**src/rtl/mac_pkg.sv**
```systemverilog
// ============================================================================
// mac_pkg
// Shared definitions for the mac_pipe multiply-accumulate slice.
//   - beat_tag_t     : per-beat control tags carried alongside the product
//   - acc_width()    : accumulator width derivation (2*DATA_W + GUARD_W)
//   - sat_max()      : saturation upper bound for a given width / signedness
//   - sat_min()      : saturation lower bound for a given width / signedness
// The sat_* functions return MAX_ACC_W-bit values; callers keep the low
// ACC_W bits.
// ============================================================================
package mac_pkg;

    localparam int MAX_ACC_W = 128;

    // Control tags that travel with a beat through stage 1.
    typedef struct packed {
        logic first;
        logic last;
        logic is_signed;
    } beat_tag_t;

    function automatic int acc_width(input int data_w, input int guard_w);
        return 2 * data_w + guard_w;
    endfunction

    // Unsigned: all ones. Signed: 2^(acc_w-1) - 1.
    function automatic logic [MAX_ACC_W-1:0] sat_max(input int acc_w, input logic is_signed);
        logic [MAX_ACC_W-1:0] ones;
        ones = {MAX_ACC_W{1'b1}} >> (MAX_ACC_W - acc_w);
        if (is_signed) begin
            return ones >> 1;
        end else begin
            return ones;
        end
    endfunction

    // Unsigned: 0. Signed: -2^(acc_w-1), i.e. only the sign bit set.
    function automatic logic [MAX_ACC_W-1:0] sat_min(input int acc_w, input logic is_signed);
        logic [MAX_ACC_W-1:0] one_hot;
        one_hot = {{(MAX_ACC_W-1){1'b0}}, 1'b1} << (acc_w - 1);
        if (is_signed) begin
            return one_hot;
        end else begin
            return {MAX_ACC_W{1'b0}};
        end
    endfunction

endpackage

```
**src/rtl/mac_mult.sv**
```systemverilog
// ============================================================================
// mac_mult
// Combinational DATA_W x DATA_W multiplier, signed or unsigned per beat.
// Both operands are extended to 2*DATA_W bits (sign or zero) and multiplied;
// the low 2*DATA_W bits are the exact product in either mode, so a single
// multiplier serves both.
// Ports:
//   a, b      : operands (DATA_W)
//   is_signed : 1 = two's-complement operands
//   prod      : full-width product (2*DATA_W)
// ============================================================================
module mac_mult #(
    parameter int DATA_W = 8
) (
    input  logic [DATA_W-1:0]   a,
    input  logic [DATA_W-1:0]   b,
    input  logic                is_signed,
    output logic [2*DATA_W-1:0] prod
);

    logic [2*DATA_W-1:0] a_ext_s;
    logic [2*DATA_W-1:0] b_ext_s;

    assign a_ext_s = {{DATA_W{is_signed & a[DATA_W-1]}}, a};
    assign b_ext_s = {{DATA_W{is_signed & b[DATA_W-1]}}, b};
    assign prod    = a_ext_s * b_ext_s;

endmodule

```
**src/rtl/mac_pipe.sv**
```systemverilog
// ============================================================================
// mac_pipe
// Two-stage pipelined multiply-accumulate with valid/ready handshakes.
//   Stage 1: registers the full product plus first/last/signed tags.
//   Stage 2: accumulates into ACC_W bits and emits the run result on the
//            last beat. Overflow is sticky for the run.
// A pending result that the consumer has not taken stalls both stages.
// Build option: define MAC_PIPE_SAT_EN to clamp on overflow instead of
// wrapping modulo 2^ACC_W (out_ovf behaves the same in both builds).
// Ports:
//   SYS_CLK, SYS_RST (async, active-low)
//   in_valid/in_ready, in_a, in_b, in_first, in_last, signed_mode
//   out_valid/out_ready, out_acc (ACC_W), out_ovf
// ============================================================================
module mac_pipe
    import mac_pkg::*;
#(
    parameter int DATA_W  = 8,
    parameter int GUARD_W = 8
) (
    input  logic                          SYS_CLK,
    input  logic                          SYS_RST,
    input  logic                          in_valid,
    output logic                          in_ready,
    input  logic [DATA_W-1:0]             in_a,
    input  logic [DATA_W-1:0]             in_b,
    input  logic                          in_first,
    input  logic                          in_last,
    input  logic                          signed_mode,
    output logic                          out_valid,
    input  logic                          out_ready,
    output logic [2*DATA_W+GUARD_W-1:0]   out_acc,
    output logic                          out_ovf
);

    localparam int ACC_W  = acc_width(DATA_W, GUARD_W);
    localparam int PROD_W = 2 * DATA_W;

`ifdef MAC_PIPE_SAT_EN
    localparam logic [MAX_ACC_W-1:0] U_MAX_FULL = sat_max(ACC_W, 1'b0);
    localparam logic [MAX_ACC_W-1:0] S_MAX_FULL = sat_max(ACC_W, 1'b1);
    localparam logic [MAX_ACC_W-1:0] S_MIN_FULL = sat_min(ACC_W, 1'b1);
    localparam logic [ACC_W-1:0]     U_MAX      = U_MAX_FULL[ACC_W-1:0];
    localparam logic [ACC_W-1:0]     S_MAX      = S_MAX_FULL[ACC_W-1:0];
    localparam logic [ACC_W-1:0]     S_MIN      = S_MIN_FULL[ACC_W-1:0];
`endif

    // ---------------- handshake ----------------
    logic stall_s;
    logic accept_s;

    // ---------------- stage 1 ----------------
    logic              beat_signed_s;
    logic [PROD_W-1:0] mult_prod_s;
    logic              mode_r;
    logic              s1_valid_r;
    logic [PROD_W-1:0] s1_prod_r;
    beat_tag_t         s1_tag_r;

    // ---------------- stage 2 ----------------
    logic [ACC_W-1:0] prod_ext_s;
    logic [ACC_W-1:0] base_acc_s;
    logic             base_ovf_s;
    logic [ACC_W:0]   sum_wide_s;
    logic             ovf_step_s;
    logic [ACC_W-1:0] next_acc_s;
    logic             next_ovf_s;
    logic [ACC_W-1:0] acc_r;
    logic             ovf_r;
    logic [ACC_W-1:0] out_acc_r;
    logic             out_ovf_r;
    logic             out_valid_r;

    assign stall_s  = out_valid_r & ~out_ready;
    assign accept_s = in_valid & ~stall_s;
    assign in_ready = ~stall_s;

    // A first beat uses its own mode; later beats use the mode latched for the run.
    assign beat_signed_s = in_first ? signed_mode : mode_r;

    mac_mult #(
        .DATA_W (DATA_W)
    ) u_mult (
        .a         (in_a),
        .b         (in_b),
        .is_signed (beat_signed_s),
        .prod      (mult_prod_s)
    );

    // Run signedness latch, updated on every accepted first beat.
    always_ff @(posedge SYS_CLK or negedge SYS_RST) begin
        if (!SYS_RST) begin
            mode_r <= 1'b0;
        end else if (accept_s && in_first) begin
            mode_r <= signed_mode;
        end
    end

    // Stage 1 register: product and tags, frozen while stalled.
    always_ff @(posedge SYS_CLK or negedge SYS_RST) begin
        if (!SYS_RST) begin
            s1_valid_r <= 1'b0;
            s1_prod_r  <= '0;
            s1_tag_r   <= '0;
        end else if (!stall_s) begin
            s1_valid_r         <= in_valid;
            s1_prod_r          <= mult_prod_s;
            s1_tag_r.first     <= in_valid & in_first;
            s1_tag_r.last      <= in_valid & in_last;
            s1_tag_r.is_signed <= beat_signed_s;
        end
    end

    assign prod_ext_s = s1_tag_r.is_signed ? {{GUARD_W{s1_prod_r[PROD_W-1]}}, s1_prod_r}
                                           : {{GUARD_W{1'b0}}, s1_prod_r};

    // Accumulation base: a first beat restarts from zero with a clean ovf flag.
    always_comb begin
        base_acc_s = acc_r;
        base_ovf_s = ovf_r;
        if (s1_tag_r.first) begin
            base_acc_s = '0;
            base_ovf_s = 1'b0;
        end else begin
            base_acc_s = acc_r;
            base_ovf_s = ovf_r;
        end
    end

    assign sum_wide_s = {1'b0, base_acc_s} + {1'b0, prod_ext_s};

    // Signed overflow: like-signed operands giving an opposite-signed sum.
    always_comb begin
        ovf_step_s = 1'b0;
        if (s1_tag_r.is_signed) begin
            ovf_step_s = (base_acc_s[ACC_W-1] == prod_ext_s[ACC_W-1]) &&
                         (sum_wide_s[ACC_W-1] != base_acc_s[ACC_W-1]);
        end else begin
            ovf_step_s = sum_wide_s[ACC_W];
        end
    end

    assign next_ovf_s = base_ovf_s | ovf_step_s;

    // Next accumulator value: wrap, or clamp and stay clamped for the run.
    always_comb begin
        next_acc_s = sum_wide_s[ACC_W-1:0];
`ifdef MAC_PIPE_SAT_EN
        if (base_ovf_s) begin
            next_acc_s = base_acc_s;
        end else if (ovf_step_s) begin
            if (!s1_tag_r.is_signed) begin
                next_acc_s = U_MAX;
            end else if (prod_ext_s[ACC_W-1]) begin
                next_acc_s = S_MIN;
            end else begin
                next_acc_s = S_MAX;
            end
        end else begin
            next_acc_s = sum_wide_s[ACC_W-1:0];
        end
`else
        next_acc_s = sum_wide_s[ACC_W-1:0];
`endif
    end

    // Stage 2 register: accumulator update and result emission.
    always_ff @(posedge SYS_CLK or negedge SYS_RST) begin
        if (!SYS_RST) begin
            acc_r       <= '0;
            ovf_r       <= 1'b0;
            out_acc_r   <= '0;
            out_ovf_r   <= 1'b0;
            out_valid_r <= 1'b0;
        end else if (!stall_s) begin
            // Not stalled: any held result is either absent or handed off now.
            out_valid_r <= s1_valid_r & s1_tag_r.last;
            if (s1_valid_r) begin
                if (s1_tag_r.last) begin
                    out_acc_r <= next_acc_s;
                    out_ovf_r <= next_ovf_s;
                    acc_r     <= '0;
                    ovf_r     <= 1'b0;
                end else begin
                    acc_r     <= next_acc_s;
                    ovf_r     <= next_ovf_s;
                end
            end
        end
    end

    assign out_valid = out_valid_r;
    assign out_acc   = out_acc_r;
    assign out_ovf   = out_ovf_r;

endmodule
```
**config.mk**
```make
export PLATFORM = sky130hd
export DESIGN_NAME = mac_pipe
export DESIGN_NICKNAME = d
export VERILOG_FILES = /design/src/rtl/mac_pkg.sv /design/src/rtl/mac_mult.sv /design/src/rtl/mac_pipe.sv
export SDC_FILE = /design/constraint.sdc
export NUM_CORES = 1
export LEC_CHECK = 0
export ABC_AREA = 1
export BUFFER_PORTS_ARGS = -buffer_cell sky130_fd_sc_hd__buf_2
export CAP_MARGIN = 20
export CORE_ASPECT_RATIO = 2
export CORE_UTILIZATION = 58
export CTS_BUF_LIST = sky130_fd_sc_hd__clkbuf_4 sky130_fd_sc_hd__clkbuf_8 sky130_fd_sc_hd__clkbuf_16
export CTS_CLUSTER_DIAMETER = 50
export DETAILED_ROUTE_END_ITERATION = 12
export PLACE_DENSITY = 0.82
export SKIP_CTS_REPAIR_TIMING = 1
export SLEW_MARGIN = 20
export SYNTH_ARGS = -nofsm -noshare
export SYNTH_HDL_FRONTEND = slang
export SYNTH_SLANG_ARGS = --single-unit
```
**constraint.sdc**
```tcl
create_clock -name SYS_CLK -period 9.2 [get_ports SYS_CLK]
set_input_delay 0.92 -clock SYS_CLK [delete_from_list [all_inputs] [get_ports SYS_CLK]]
set_output_delay 0.92 -clock SYS_CLK [all_outputs]
set_load 0.01 [all_outputs]
```
==> results.ini <==
[cts]
htree_levels=3
cts.sinks=72
cts.path.max_buffers=2
clock_latency_ns=0.35
root_buffer=clkbuf_16
cts-buffers-inserted=9
tritoncts=done
clk_pin_slew_ns=0.05

[drt]
routed_wl_um=18000
ant_nets=0
drt_iter0_markers=354
viasPerCell=5.41
drc_errors=0
vias=6490
routedWlPerCell_um=15.0
drtPass1Iterations=5

[layout]
finalNonFillerCells=1200
nets=1189
finish.utilization_pct=64.1
fin_area_um2=8000
drive_gt1_share_pct=9.33
antenna_cells=0
area_delta_synth_final_pct=8.41

[power_and_ir_drop]
ir_worst_vdd_uv=239
swShare_pct=50.3
comb_power_share_pct=67.4
pwr-share-clk_pct=12.6
leakagePower_uw=0.00452
p_sw_uw=1310
power_density_nw_per_um2=326
p_seq_share_pct=20.0
p_int_uw=1300

[logic_synthesis]
yosysTopAreaCell=dfrtp_1
ys_types=33
ys.flop_type=dfrtp_1
synth.net_count=1156
synth_seq_area_share_pct=24.4
synth_top_area_share_pct=24.4
synthTopCellsByArea=dfrtp_1 (24%), fa_1 (17%), nand2_1 (14%)
yosys_warnings=0
synth-seq-cells=72
post_synth_inst_count=1012
post-synth-top-count-cell=nand2_1
synthTopCellsByCount=nand2_1 (285), inv_1 (198), dfrtp_1 (72)
synth_area_um2=7380
async_flop_share_pct=100
avgSynthCellArea_um2=7.29
synth_edf_count=0

[job]
cap_violations=0

[sta]
finalCritPeriodShare_pct=65.2
rsz0062_at_grt=no
tns_ns=0
maxSlewHeadroom_pct=41.3
timing.fmax_ghz=0.167
clock_skew_ns=0.00713
finalSetupViolCount=0
finalHoldViolCount=0
tightest_slew_ns=0.880
slew_viol_final=0
fin_crit_ns=6.00

[hold_path]
min_path_cells=2
min_to=out_acc[19]
hold_path.class=reg -> reg
hold_start=out_acc[19]

[worst_setup_path]
crit_fanout=8
r2r_slack_ns=3.54
worst_ep_required_time_ns=9.44
critical_path_arrival_ns=6.23
regToRegStartpoint=mode_r
r2r_cells=20
cp-end-kind=flop
path_class=in -> reg
worstReg2RegEnd=s1_prod_r[15]
cp-start-kind=input pin

[floorplan]
rows=58
start_util_pct=59.1
die_h_um=162
design.core.area_um2=12500
die_w_um=81.8
dieArea_um2=13200
pin_count=50

[global_routing]
overflow=0
grt_max_degree=73
grt_pass1_wl_um=29800
grt_pass1_vias=6686
antenna_found_initial=0
track_usage_pct=30.0

[place]
portBuffers=49
place_area_um2=7710
place_congestion=0.972
dp.cells=1184
hpwl_um=14500

[status]
status=finished clean

## registers in the layout, summed over array words and instances, names as in the netlist
register,count
acc_r,24
out_acc,24
s1_prod_r,16
s1_tag_r,3
mode_r,1
out_ovf,1
out_valid,1
ovf_r,1
s1_valid_r,1
## stage by stage
| step | power [uW] | setup slack (ns) | hold WS, ns |
|---|---|---|---|
| 2_1_floorplan | 1830 | 3.56 | 0.449 |
| 3_3_place_gp | 2220 | 2.90 | 0.457 |
| 3_5_place_dp | 2260 | 2.83 | 0.461 |
| 4_1_cts | 2600 | 3.18 | 0.476 |
| 5_1_grt | 2880 | 2.93 | 0.492 |
| 6_report | 2600 | 3.20 | 0.470 |
## kinds of logic (layout without fill, tap and decap cells)
group                      Yosys count  count (layout)  synth area share [%]
DFF                                 72              72                  24.4
and+or+nand+nor                    473             473                  27.3
xor gates and xnor gates            17              17                  2.02
AOI/OAI and AO/OA                   95              95                  7.24
adders and majority gates          121             121                  27.0
buffers and inverters              234             272                  12.0
## power groups by stage
stage	logic, uW	clock network [uW]	registers (uW)
finish	1750	328	522
global route	2000	342	537
CTS	1740	330	522
detailed placement	1730	0	526
global placement	1690	0	522
floorplan	1290	0	542
## final cells by class
type | instances | area, um2
clock buffers | 13 | 262
well taps | 150 | 188
flip-flops and latches | 72 | 1800
inverters | 204 | 766
clock inverters | 3 | 17.5
multi-input cells | 706 | 4690
fillers | 1154 | 4480
repair buffers | 52 | 270
## critical path, stage by stage
cell	delay, ns
buf_2	0.11
o21ai_1	0.51
nand2_1	0.36
or2_2	0.39
fa_1	0.51
fa_1	0.54
inv_1	0.05
fa_1	0.50
fa_1	0.55
inv_1	0.05
fa_1	0.49
inv_1	0.04
ha_1	0.36
a21oi_1	0.11
o21ai_0	0.31
nand2_1	0.08
nand3_1	0.13
nand3_1	0.08
nand3_1	0.08
nand2_1	0.05
## how the worst max path moves through the flow
stage,to,startpoint
2_1_floorplan,s1_prod_r[13],in_first
3_3_place_gp,s1_prod_r[15],in_first
3_5_place_dp,s1_prod_r[15],in_first
4_1_cts,s1_prod_r[15],in_first
5_1_grt,s1_prod_r[13],in_first
6_report,s1_prod_r[15],in_first
## cells in the final DEF (no fill, tap or decap), types with 12 or more instances in the layout
| master | count |
|---|---|
| nand3_1 | 63 |
| ha_1 | 57 |
| buf_2 | 48 |
| o21ai_1 | 12 |
| nor2_1 | 71 |
| a21oi_1 | 26 |
| inv_1 | 198 |
| fa_1 | 64 |
| dfrtp_1 | 72 |
| nand2_1 | 285 |
| nand4_1 | 13 |
| o21ai_0 | 27 |
## metal layers
| layer | part of all wire, % | track usage [%] | vias up |
|---|---|---|---|
| met2 | 58 | 58.3 | 151 |
| li1 | - | - | 3161 |
| met3 | 2.5 | 3.50 | 71 |
| met4 | 5.6 | 18.8 | 0 |
| met1 | 34 | 27.2 | 3107 |
| met5 | 0 | 0 | - |
No activity file was read; power rests on OpenSTA's default activity.
